$ cat config.mk
export PLATFORM = sky130hd
export DESIGN_NAME = lcd_serial_rx
export DESIGN_NICKNAME = d
export VERILOG_FILES = /design/src/rtl/lcd_serial_rx.sv
export SDC_FILE = /design/constraint.sdc
export NUM_CORES = 1
export LEC_CHECK = 0
export BUFFER_PORTS_ARGS = -buffer_cell sky130_fd_sc_hd__buf_4
export CELL_PAD_IN_SITES_DETAIL_PLACEMENT = 0
export CELL_PAD_IN_SITES_GLOBAL_PLACEMENT = 1
export CORE_ASPECT_RATIO = 1.5
export CORE_MARGIN = 2
export CORE_UTILIZATION = 25
export CTS_CLUSTER_DIAMETER = 120
export CTS_CLUSTER_SIZE = 40
export DETAILED_ROUTE_END_ITERATION = 7
export PLACE_DENSITY = 0.48
export SLEW_MARGIN = 0
export SYNTH_ARGS = -nofsm -noshare
export SYNTH_HDL_FRONTEND = slang
export SYNTH_SLANG_ARGS = --single-unit
$ cat constraint.sdc
create_clock -name in_clk -period 2.3 [get_ports in_clk]
set_input_delay 0.115 -clock in_clk [delete_from_list [all_inputs] [get_ports in_clk]]
set_output_delay 0.115 -clock in_clk [all_outputs]
set_load 0.1 [all_outputs]
$ cat src/rtl/lcd_serial_rx.sv
// lcd_serial_rx: receive side of the 4-wire serial LCD bus (sel, cmd/data,
// sclk, sdata). The bus is oversampled in the in_clk domain and bytes are
// assembled MSB first. CASET, RASET, RAMWR and SWRESET are decoded, and RGB565
// pixels are emitted together with their controller x/y coordinates.
// Optional build macro: LCD_SERIAL_RX_ERRCNT_EN adds out_err_count, a
// saturating count of aborted bytes and of dropped half pixels.
//
// state | meaning
// IDLE  | waiting for a command; data bytes are ignored
// CASET | collecting 4 column-window parameter bytes
// RASET | collecting 4 row-window parameter bytes
// RAMWR | streaming pixel data (two bytes per pixel), out_busy high
module lcd_serial_rx #(
  parameter int SERIAL_BITS = 8,
  parameter int PIXEL_BITS  = 16,
  parameter int ADDR_BITS   = 9,
  parameter int DEF_XEND    = 239,
  parameter int DEF_YEND    = 319
) (
  input  logic                   in_clk,
  input  logic                   in_rst,
  input  logic                   in_ser_sel,
  input  logic                   in_ser_cmd,
  input  logic                   in_ser_clk,
  input  logic                   in_ser_data,
  output logic [SERIAL_BITS-1:0] out_cmd,
  output logic                   out_cmd_valid,
  output logic [PIXEL_BITS-1:0]  out_pixel,
  output logic [ADDR_BITS-1:0]   out_x,
  output logic [ADDR_BITS-1:0]   out_y,
  output logic                   out_pixel_valid,
`ifdef LCD_SERIAL_RX_ERRCNT_EN
  output logic [7:0]             out_err_count,
`endif
  output logic                   out_busy
);

  localparam int CNT_W = $clog2(SERIAL_BITS) + 1;
  localparam logic [CNT_W-1:0] LAST_BIT = CNT_W'(SERIAL_BITS - 1);
  localparam logic [ADDR_BITS-1:0] XEND_RST = ADDR_BITS'(DEF_XEND);
  localparam logic [ADDR_BITS-1:0] YEND_RST = ADDR_BITS'(DEF_YEND);
  localparam logic [ADDR_BITS-1:0] ONE = ADDR_BITS'(1);

  typedef enum logic [1:0] {
    IDLE  = 2'd0,
    CASET = 2'd1,
    RASET = 2'd2,
    RAMWR = 2'd3
  } state_t;

  // bus synchronisers; clk_s3_q is the previous synced clock for edge detect
  logic sel_s1_q, sel_s2_q, cmd_s1_q, cmd_s2_q;
  logic clk_s1_q, clk_s2_q, clk_s3_q, dat_s1_q, dat_s2_q;

  logic [SERIAL_BITS-1:0] sh_q, sh_d;
  logic [CNT_W-1:0]       cnt_q, cnt_d;
  logic                   ser_rise, byte_done;
  logic [SERIAL_BITS-1:0] byte_val;

  state_t                 state_q, state_d;
  logic [1:0]             pidx_q, pidx_d;
  logic [SERIAL_BITS-1:0] p_shi_q, p_shi_d, p_slo_q, p_slo_d, p_ehi_q, p_ehi_d;
  logic [ADDR_BITS-1:0]   xs_q, xs_d, xe_q, xe_d, ys_q, ys_d, ye_q, ye_d;
  logic [ADDR_BITS-1:0]   cx_q, cx_d, cy_q, cy_d;
  logic                   phase_q, phase_d;
  logic [SERIAL_BITS-1:0] pix_hi_q, pix_hi_d;
  logic [SERIAL_BITS-1:0] cmd_q, cmd_d;
  logic                   cmd_valid_q, cmd_valid_d;
  logic [PIXEL_BITS-1:0]  pixel_q, pixel_d;
  logic [ADDR_BITS-1:0]   x_q, x_d, y_q, y_d;
  logic                   pixel_valid_q, pixel_valid_d;
  logic [2*SERIAL_BITS-1:0] start_w, end_w;

  // two-flop synchronisers for all four bus wires, idle values on reset
  always_ff @(posedge in_clk or negedge in_rst) begin
    if (!in_rst) begin
      sel_s1_q <= 1'b1;
      sel_s2_q <= 1'b1;
      cmd_s1_q <= 1'b0;
      cmd_s2_q <= 1'b0;
      clk_s1_q <= 1'b0;
      clk_s2_q <= 1'b0;
      clk_s3_q <= 1'b0;
      dat_s1_q <= 1'b0;
      dat_s2_q <= 1'b0;
    end else begin
      sel_s1_q <= in_ser_sel;
      sel_s2_q <= sel_s1_q;
      cmd_s1_q <= in_ser_cmd;
      cmd_s2_q <= cmd_s1_q;
      clk_s1_q <= in_ser_clk;
      clk_s2_q <= clk_s1_q;
      clk_s3_q <= clk_s2_q;
      dat_s1_q <= in_ser_data;
      dat_s2_q <= dat_s1_q;
    end
  end

  assign ser_rise = clk_s2_q & ~clk_s3_q;
  assign byte_val = {sh_q[SERIAL_BITS-2:0], dat_s2_q};

  // shift register and bit counter; deselect throws away a partial byte
  always_comb begin
    sh_d      = sh_q;
    cnt_d     = cnt_q;
    byte_done = 1'b0;
    if (sel_s2_q) begin
      cnt_d = '0;
    end else if (ser_rise) begin
      sh_d = byte_val;
      if (cnt_q == LAST_BIT) begin
        cnt_d     = '0;
        byte_done = 1'b1;
      end else begin
        cnt_d = cnt_q + CNT_W'(1);
      end
    end
  end

  assign start_w = {p_shi_q, p_slo_q};
  assign end_w   = {p_ehi_q, byte_val};

  // command decode, window parameter collection and pixel assembly
  always_comb begin
    state_d       = state_q;
    pidx_d        = pidx_q;
    p_shi_d       = p_shi_q;
    p_slo_d       = p_slo_q;
    p_ehi_d       = p_ehi_q;
    xs_d          = xs_q;
    xe_d          = xe_q;
    ys_d          = ys_q;
    ye_d          = ye_q;
    cx_d          = cx_q;
    cy_d          = cy_q;
    phase_d       = phase_q;
    pix_hi_d      = pix_hi_q;
    cmd_d         = cmd_q;
    cmd_valid_d   = 1'b0;
    pixel_d       = pixel_q;
    x_d           = x_q;
    y_d           = y_q;
    pixel_valid_d = 1'b0;
    if (byte_done && !cmd_s2_q) begin
      cmd_valid_d = 1'b1;
      cmd_d       = byte_val;
      phase_d     = 1'b0;
      pidx_d      = 2'd0;
      state_d     = IDLE;
      case (byte_val)
        8'h2A: state_d = CASET;
        8'h2B: state_d = RASET;
        8'h2C: begin
          state_d = RAMWR;
          cx_d    = xs_q;
          cy_d    = ys_q;
        end
        8'h01: begin
          xs_d = '0;
          xe_d = XEND_RST;
          ys_d = '0;
          ye_d = YEND_RST;
        end
        default: state_d = IDLE;
      endcase
    end else if (byte_done) begin
      case (state_q)
        CASET, RASET: begin
          pidx_d = pidx_q + 2'd1;
          case (pidx_q)
            2'd0: p_shi_d = byte_val;
            2'd1: p_slo_d = byte_val;
            2'd2: p_ehi_d = byte_val;
            default: begin
              state_d = IDLE;
              if (state_q == CASET) begin
                xs_d = start_w[ADDR_BITS-1:0];
                xe_d = end_w[ADDR_BITS-1:0];
              end else begin
                ys_d = start_w[ADDR_BITS-1:0];
                ye_d = end_w[ADDR_BITS-1:0];
              end
            end
          endcase
        end
        RAMWR: begin
          if (!phase_q) begin
            pix_hi_d = byte_val;
            phase_d  = 1'b1;
          end else begin
            phase_d       = 1'b0;
            pixel_d       = {pix_hi_q, byte_val};
            x_d           = cx_q;
            y_d           = cy_q;
            pixel_valid_d = 1'b1;
            // an inverted window (start > end) wraps after every pixel
            if (cx_q == xe_q || xs_q > xe_q) begin
              cx_d = xs_q;
              if (cy_q == ye_q || ys_q > ye_q) cy_d = ys_q;
              else                             cy_d = cy_q + ONE;
            end else begin
              cx_d = cx_q + ONE;
            end
          end
        end
        default: ;
      endcase
    end
  end

  // state, window and output registers
  always_ff @(posedge in_clk or negedge in_rst) begin
    if (!in_rst) begin
      sh_q          <= '0;
      cnt_q         <= '0;
      state_q       <= IDLE;
      pidx_q        <= 2'd0;
      p_shi_q       <= '0;
      p_slo_q       <= '0;
      p_ehi_q       <= '0;
      xs_q          <= '0;
      xe_q          <= XEND_RST;
      ys_q          <= '0;
      ye_q          <= YEND_RST;
      cx_q          <= '0;
      cy_q          <= '0;
      phase_q       <= 1'b0;
      pix_hi_q      <= '0;
      cmd_q         <= '0;
      cmd_valid_q   <= 1'b0;
      pixel_q       <= '0;
      x_q           <= '0;
      y_q           <= '0;
      pixel_valid_q <= 1'b0;
    end else begin
      sh_q          <= sh_d;
      cnt_q         <= cnt_d;
      state_q       <= state_d;
      pidx_q        <= pidx_d;
      p_shi_q       <= p_shi_d;
      p_slo_q       <= p_slo_d;
      p_ehi_q       <= p_ehi_d;
      xs_q          <= xs_d;
      xe_q          <= xe_d;
      ys_q          <= ys_d;
      ye_q          <= ye_d;
      cx_q          <= cx_d;
      cy_q          <= cy_d;
      phase_q       <= phase_d;
      pix_hi_q      <= pix_hi_d;
      cmd_q         <= cmd_d;
      cmd_valid_q   <= cmd_valid_d;
      pixel_q       <= pixel_d;
      x_q           <= x_d;
      y_q           <= y_d;
      pixel_valid_q <= pixel_valid_d;
    end
  end

  assign out_cmd         = cmd_q;
  assign out_cmd_valid   = cmd_valid_q;
  assign out_pixel       = pixel_q;
  assign out_x           = x_q;
  assign out_y           = y_q;
  assign out_pixel_valid = pixel_valid_q;
  assign out_busy        = (state_q == RAMWR);

`ifdef LCD_SERIAL_RX_ERRCNT_EN
  logic [7:0] err_q;
  logic       err_inc;

  assign err_inc = (sel_s2_q && cnt_q != '0) ||
                   (byte_done && !cmd_s2_q && state_q == RAMWR && phase_q);

  // saturating error counter
  always_ff @(posedge in_clk or negedge in_rst) begin
    if (!in_rst)                     err_q <= 8'd0;
    else if (err_inc && err_q != 8'hFF) err_q <= err_q + 8'd1;
  end

  assign out_err_count = err_q;
`endif

endmodule

---- Yosys cells after proc, flatten, opt, wreduce, memory -nomap -nowiden ----
Cells that the tools add are included.
word-level totals
  register bits ........................... 141
  logic and storage cells ................. 143
  output and inout bits ................... 45
operators by class
  multiplexer cells ....................... 59
  reductions and logical operators ........ 27
  bitwise logic cells ..................... 5
  $add $sub $neg .......................... 4
  magnitude comparators ................... 2
  equality and inequality tests ........... 16
operators by type and width
  operator                                        number
  2-to-1 mux 9 bit                                36
  == test 8 x 6 -> 1 bit (second input constant)  3
  AND reduction 4 bit                             6
  adder 9 x 1 -> 9 bit (second input constant)    2
  == test 9 bit                                   2
  > comparator 9 bit                              2
  AND reduction 5 bit                             3
  2-to-1 mux 2 bit                                7
  nonzero test 2 bit                              7
  2-to-1 mux 1 bit                                12
  2-to-1 mux 4 bit                                3
  == test 8 x 1 -> 1 bit (second input constant)  1
  == test 2 bit (second input constant)           3
  != test 2 x 1 -> 1 bit (second input constant)  3
  case mux 2 bit (3 select lines)                 1
  AND reduction 2 bit                             3
  adder 4 x 1 -> 4 bit (second input constant)    1
  == test 2 x 1 -> 1 bit (second input constant)  2
  == test 4 x 3 -> 1 bit (second input constant)  1
  inverter 1 bit                                  4
  AND reduction 3 bit                             1
  OR reduction 3 bit                              1
  adder 2 x 1 -> 2 bit (second input constant)    1
  logical NOT 2 bit                               1
  6 further kinds                                 7

---- Longest topological paths before layout ----
  depth after elaboration ................. 8
  gate-level depth with buffers ........... 9
  depth with buffers taken out ............ 8

---- Worst setup path after synthesis ----
No wires, ideal clock.
  path kind ............................... register to register
  from .................................... register state_q[0]
  to ...................................... register cy_q[0]
  period minus slack after synthesis ...... 2.371 ns
  path slack .............................. -0.071 ns
  arrival time ............................ 2.285 ns
  stages on the path, launching flop included .. 9
  path buffers ............................ 2
  data required time ...................... 2.213 ns
  cell sequence ........................... dfrtp_1 -> ha_1 -> nand3_1 -> a21o_1 -> buf_2 -> a21oi_4 -> buf_4 -> nand3b_1 -> o211ai_1
between the ends
  word-level cells in the longest chain between the ends .. 3
RTL lines
  what                           line  text
  from (decl)                    60    state_t state_q, state_d;
  from (signal assigned)         238   state_q <= state_d;
  == test 2 bit                  n/a
  via out_busy                   35    output logic out_busy
  nonzero test 2 bit (no line)   n/a
  AND reduction 5 bit (no line)  n/a
  to (signal assigned)           248   cy_q <= cy_d;
  to (decl)                      64    logic [ADDR_BITS-1:0] cx_q, cx_d, cy_q, cy_d;
The timed path passes the listed nets, and every way through them passes these cells.
A chain may end at the register's enable or synchronous reset.

---- Final worst setup path ----
  from .................................... register xe_q[6]
  to ...................................... register cy_q[3]
between the ends
  word-level cells in the longest chain between the ends .. 4
  elaborated cells on any way between the ends .. 5
RTL lines
  what                                                 line  text
  from (decl)                                          63    logic [ADDR_BITS-1:0] xs_q, xs_d, xe_q, xe_d, ys_q, ys_d, ye_q, ye_d;
  from (signal assigned)                               222   xe_q <= XEND_RST;
  from (signal assigned)                               244   xe_q <= xe_d;
  > comparator 9 bit or == test 9 bit (tied branches)  197   if (cx_q == xe_q || xs_q > xe_q) begin
  logical OR 1 bit (*)                                 197
  nonzero test 2 bit (no line) (*)                     n/a
  AND reduction 5 bit (no line) (*)                    n/a
Mark *: on every way between the ends. The rest lies on a longest branch, timed or not.

==> summary.md <==
| Metric | Value |
|---|---|
| Status | `completed` |
| Crit-path cells | `inv_2, ha_4, a21oi_2, o211ai_1, o211ai_4, a21oi_4, clkbuf_16, a21boi_4, a2bb2oi_2` |
| # rows | `73` |
| Startpoint types | `flip-flop` |
| Sequential area share after synthesis | `0.534` |
| First-pass GRT wire length | `29.9 mm` |
| Crit Path Class | `reg -> reg` |
| Worst Tran Pin Value | `between 0.5 and 0.6 ns` |
| Mapped cell area | `roughly 0.0066 mm^2` |
| CP bufs+invs | `2` |
| Fmax | `443 MHz` |
| Remaining antenna violation count | `0` |
| Hold Path Class | `in -> async` |
| Finished Cell Area | `just under 0.009 mm^2` |
| Placed Cells | `1,067` |
| RSZ-0062 raised after global routing | `yes` |
| Clk slew on worst S/H paths | `about 0.060 ns` |
| EDFF count, synth | `0` |
| Placement Setup Slack | `roughly 0.049 ns` |
| Register share of total power | `0.415` |
| Slowest cell delay on critical path | `between 0.5 and 0.6 ns` |
| Die area | `approximately 0.028 mm^2` |
| Worst Path Max Fanout | `5` |
| Routed Wire Length | `approximately 19 mm` |
| FF/Latch Area | `approximately 0.0035 mm^2` |
| Switching Share | `0.240` |
| Post-DR wirelength/cell | `approximately 17 um` |
| Post-DP Area | `between 0.007 and 0.008 mm^2` |
| Finished Layout Cells | `between 1,000 and 1,500` |
| Ranking of synthesized cells by area | `dfrtp_1 (47%), nand2_1 (11%), dfstp_2 (6.3%), ha_1 (5.1%), mux2_2 (4.4%)` |
| Final Hold Fails | `0` |
| Worst clock skew | `0.0102 ns` |
| Layout cells sized above 1 | `0.282` |
| Required time of the worst setup path | `approximately 2.7 ns` |
| Area occupied by multi-input gates | `roughly 0.003 mm^2` |
| Top Family by Delay on Critical Path | `compound AO/OA/AOI/OAI gates` |
| Gate power share | `0.075` |
| # nets final | `between 700 and 800` |
| Yosys reg bits | `between 100 and 150` |
| Core ar. | `0.0263 mm^2` |
| Initial drt markers | `199` |
| Post-synth top area share | `0.470` |
| CTS tree | `built` |
| Drt first pass iters | `4` |
| Via count | `around 5,000` |
| H-tree depth | `4` |
| Slew margin rel. | `0.662` |
| Final WS setup | `0.0447 ns` |
| Power density over the cells | `721 mW/mm^2` |
| Ports | `slightly above 50` |
| Clk pwr share | `0.510` |
| Fin crit share | `0.981` |
| Leakage Power | `4.20 nW` |
| Distinct cells, synth | `56` |
| Clk Latency, worst-skew pair | `approximately 0.44 ns` |
| Setup violations, final | `0` |
| GP Congestion | `0.794` |
| Die W | `137 um` |
| Peak supply drop | `approximately 490 uV` |
| Via-to-Cell Ratio | `about 4.5` |
| Slowest stage cell, crit path | `dfstp_2` |
| Fill cells | `~2,700` |
| CTS Sinks | `about 140` |
| Commonest cells post-synth | `nand2_1 (186), dfrtp_1 (125), o21ai_0 (46)` |
| Synth area leader | `dfrtp_1` |
| Cell with the most instances after synthesis | `nand2_1` |
| Max Cap Viol | `0` |
| P_int | `approximately 4.8 mW` |
| HPWL after DPL | `around 14 mm` |
| Congestion Overflow GR | `0` |
| CP startpoint | `xe_q[6]` |
| DRC Markers | `0` |
| Initial Util | `0.253` |
| Period minus WS final | `2.26 ns` |
| Synthesized instance count | `a little under 700` |
| Mapped Nets | `about 700` |
| Worst R2R Start | `xe_q[6]` |
| Avg Cell Area, Syn | `9.88 um^2` |
| Max-slew violations | `0` |
| Number of synthesis warnings | `0` |
| CTS Buffer Depth | `2` |
| Gr usage total | `0.143` |
| Die extent in y | `204 um` |
| Worst Setup End Kind | `flip-flop` |
| Synth Flop Type | `dfrtp_1` |
| Sw Pwr | `approximately 1.5 mW` |
| ANT cells | `0` |
| CTS root buf | `clkbuf_16` |
| Ys async rst share | `1.00` |
| Final Hold Slack | `0.186 ns` |
| IO Port Bufs | `50` |
| Vias in the first global route | `5,293` |
| Largest net degree at the start of global routing | `54` |
| WP data arrival | `about 2.6 ns` |
| CTS Buf Count | `17` |
| Layout area overhead | `30.9%` |
| Initial antenna violation count | `0` |
## layout by cell type, fill, tap and decap left out, types with 11 or more instances in the layout
cell type | netlist | layout
inv_1 | 33 | 30
nor2_1 | 18 | 17
xor2_1 | 19 | 19
o21ai_0 | 46 | 43
a21oi_1 | 25 | 22
mux2_2 | 26 | 26
dfrtp_1 | 125 | 125
nand2_1 | 186 | 185
clkbuf_16 | 0 | 19
ha_1 | 27 | 22
buf_4 | 2 | 88
mux2i_1 | 15 | 13
dfstp_2 | 16 | 16
nand3_1 | 11 | 11
nor3_1 | 12 | 12
## area by class of cell
type	instances	share of cell area
Multi-Input combinational cell	465	0.348
Clock buffer	18	0.0505
Inverter	34	0.0150
Timing Repair Buffer	104	0.103
Clock inverter	14	0.0276
Sequential cell	141	0.408
Tap cell	337	0.0484
## cell families after synthesis
family,count (synthesis),share of synthesized area
AO/OA/AOI/OAI,111,0.104
XOR/XNOR,20,0.0263
adder cells (fa/ha/maj),27,0.0508
buffers and inverters,67,0.0418
flip-flops,141,0.534
multiplexers,41,0.0666
AND/OR/NAND/NOR,266,0.177
## stage by stage
step / TNS, ns / util / power, mW
6_report: 0 / 0.331 / 6.28
5_1_grt: -0.139 / 0.331 / 6.52
4_1_cts: 0 / 0.319 / 6.40
3_5_place_dp: 0 / 0.291 / 3.13
3_3_place_gp: 0 / 0.291 / 3.12
2_1_floorplan: 0 / - / 2.83
## flip-flops by register name, indices dropped and copies added (netlist names), 2 cells and up
| signal | count |
|---|---|
| pidx_q | 2 |
| xe_q | 9 |
| ys_q | 9 |
| sh_q | 7 |
| out_cmd | 8 |
| ye_q | 9 |
| xs_q | 9 |
| cnt_q | 4 |
| p_slo_q | 8 |
| state_q | 2 |
| out_y | 9 |
| pix_hi_q | 8 |
| cx_q | 9 |
| out_x | 9 |
| cy_q | 9 |
| out_pixel | 16 |
## metal layers
| layer | global-route usage | wire length (um) |
|---|---|---|
| met1 | 0.163 | 7520 |
| met2 | 0.256 | 10300 |
| met3 | 0.0276 | 437 |
| met4 | 0.0582 | 382 |
| met5 | 0 | 0 |
## power by group through the flow
stage               logic [mW]  registers [mW]  clock network, mW
detailed placement       0.481            2.65                  0
global route             0.514            2.61               3.39
global placement         0.471            2.64                  0
CTS                      0.489            2.61               3.30
finish                   0.470            2.61               3.20
floorplan                0.213            2.62                  0
## timing repair
action | CTS | global route
hold endpoints to repair | 50 | 0
buffers inserted | 0 | 6
resized for setup | 0 | 43
endpoints found under the setup margin | 0 | 34
hold buffers | 5 | 0
## worst register-to-register path, stage by stage, from the launching register on
cell and delay, ns:
dfstp_2 0.54, inv_2 0.05, ha_4 0.27, a21oi_2 0.05
o211ai_1 0.28, o211ai_4 0.17, a21oi_4 0.31, clkbuf_16 0.21
a21boi_4 0.17, a2bb2oi_2 0.14
## path summary, 6_finish.rpt
check                                       end  cells after the start  slack, ns
min in group in_clk                    cmd_s1_q                      2       0.33
max in group asynchronous               ye_q[5]                      3       1.32
worst max register to register          cy_q[3]                      9       0.04
worst max-delay path                    cy_q[3]                      9       0.04
worst min register to register         dat_s2_q                      0       0.34
worst min-delay path            out_pixel_valid                      2       0.19
(Power assumes the default switching activity.)
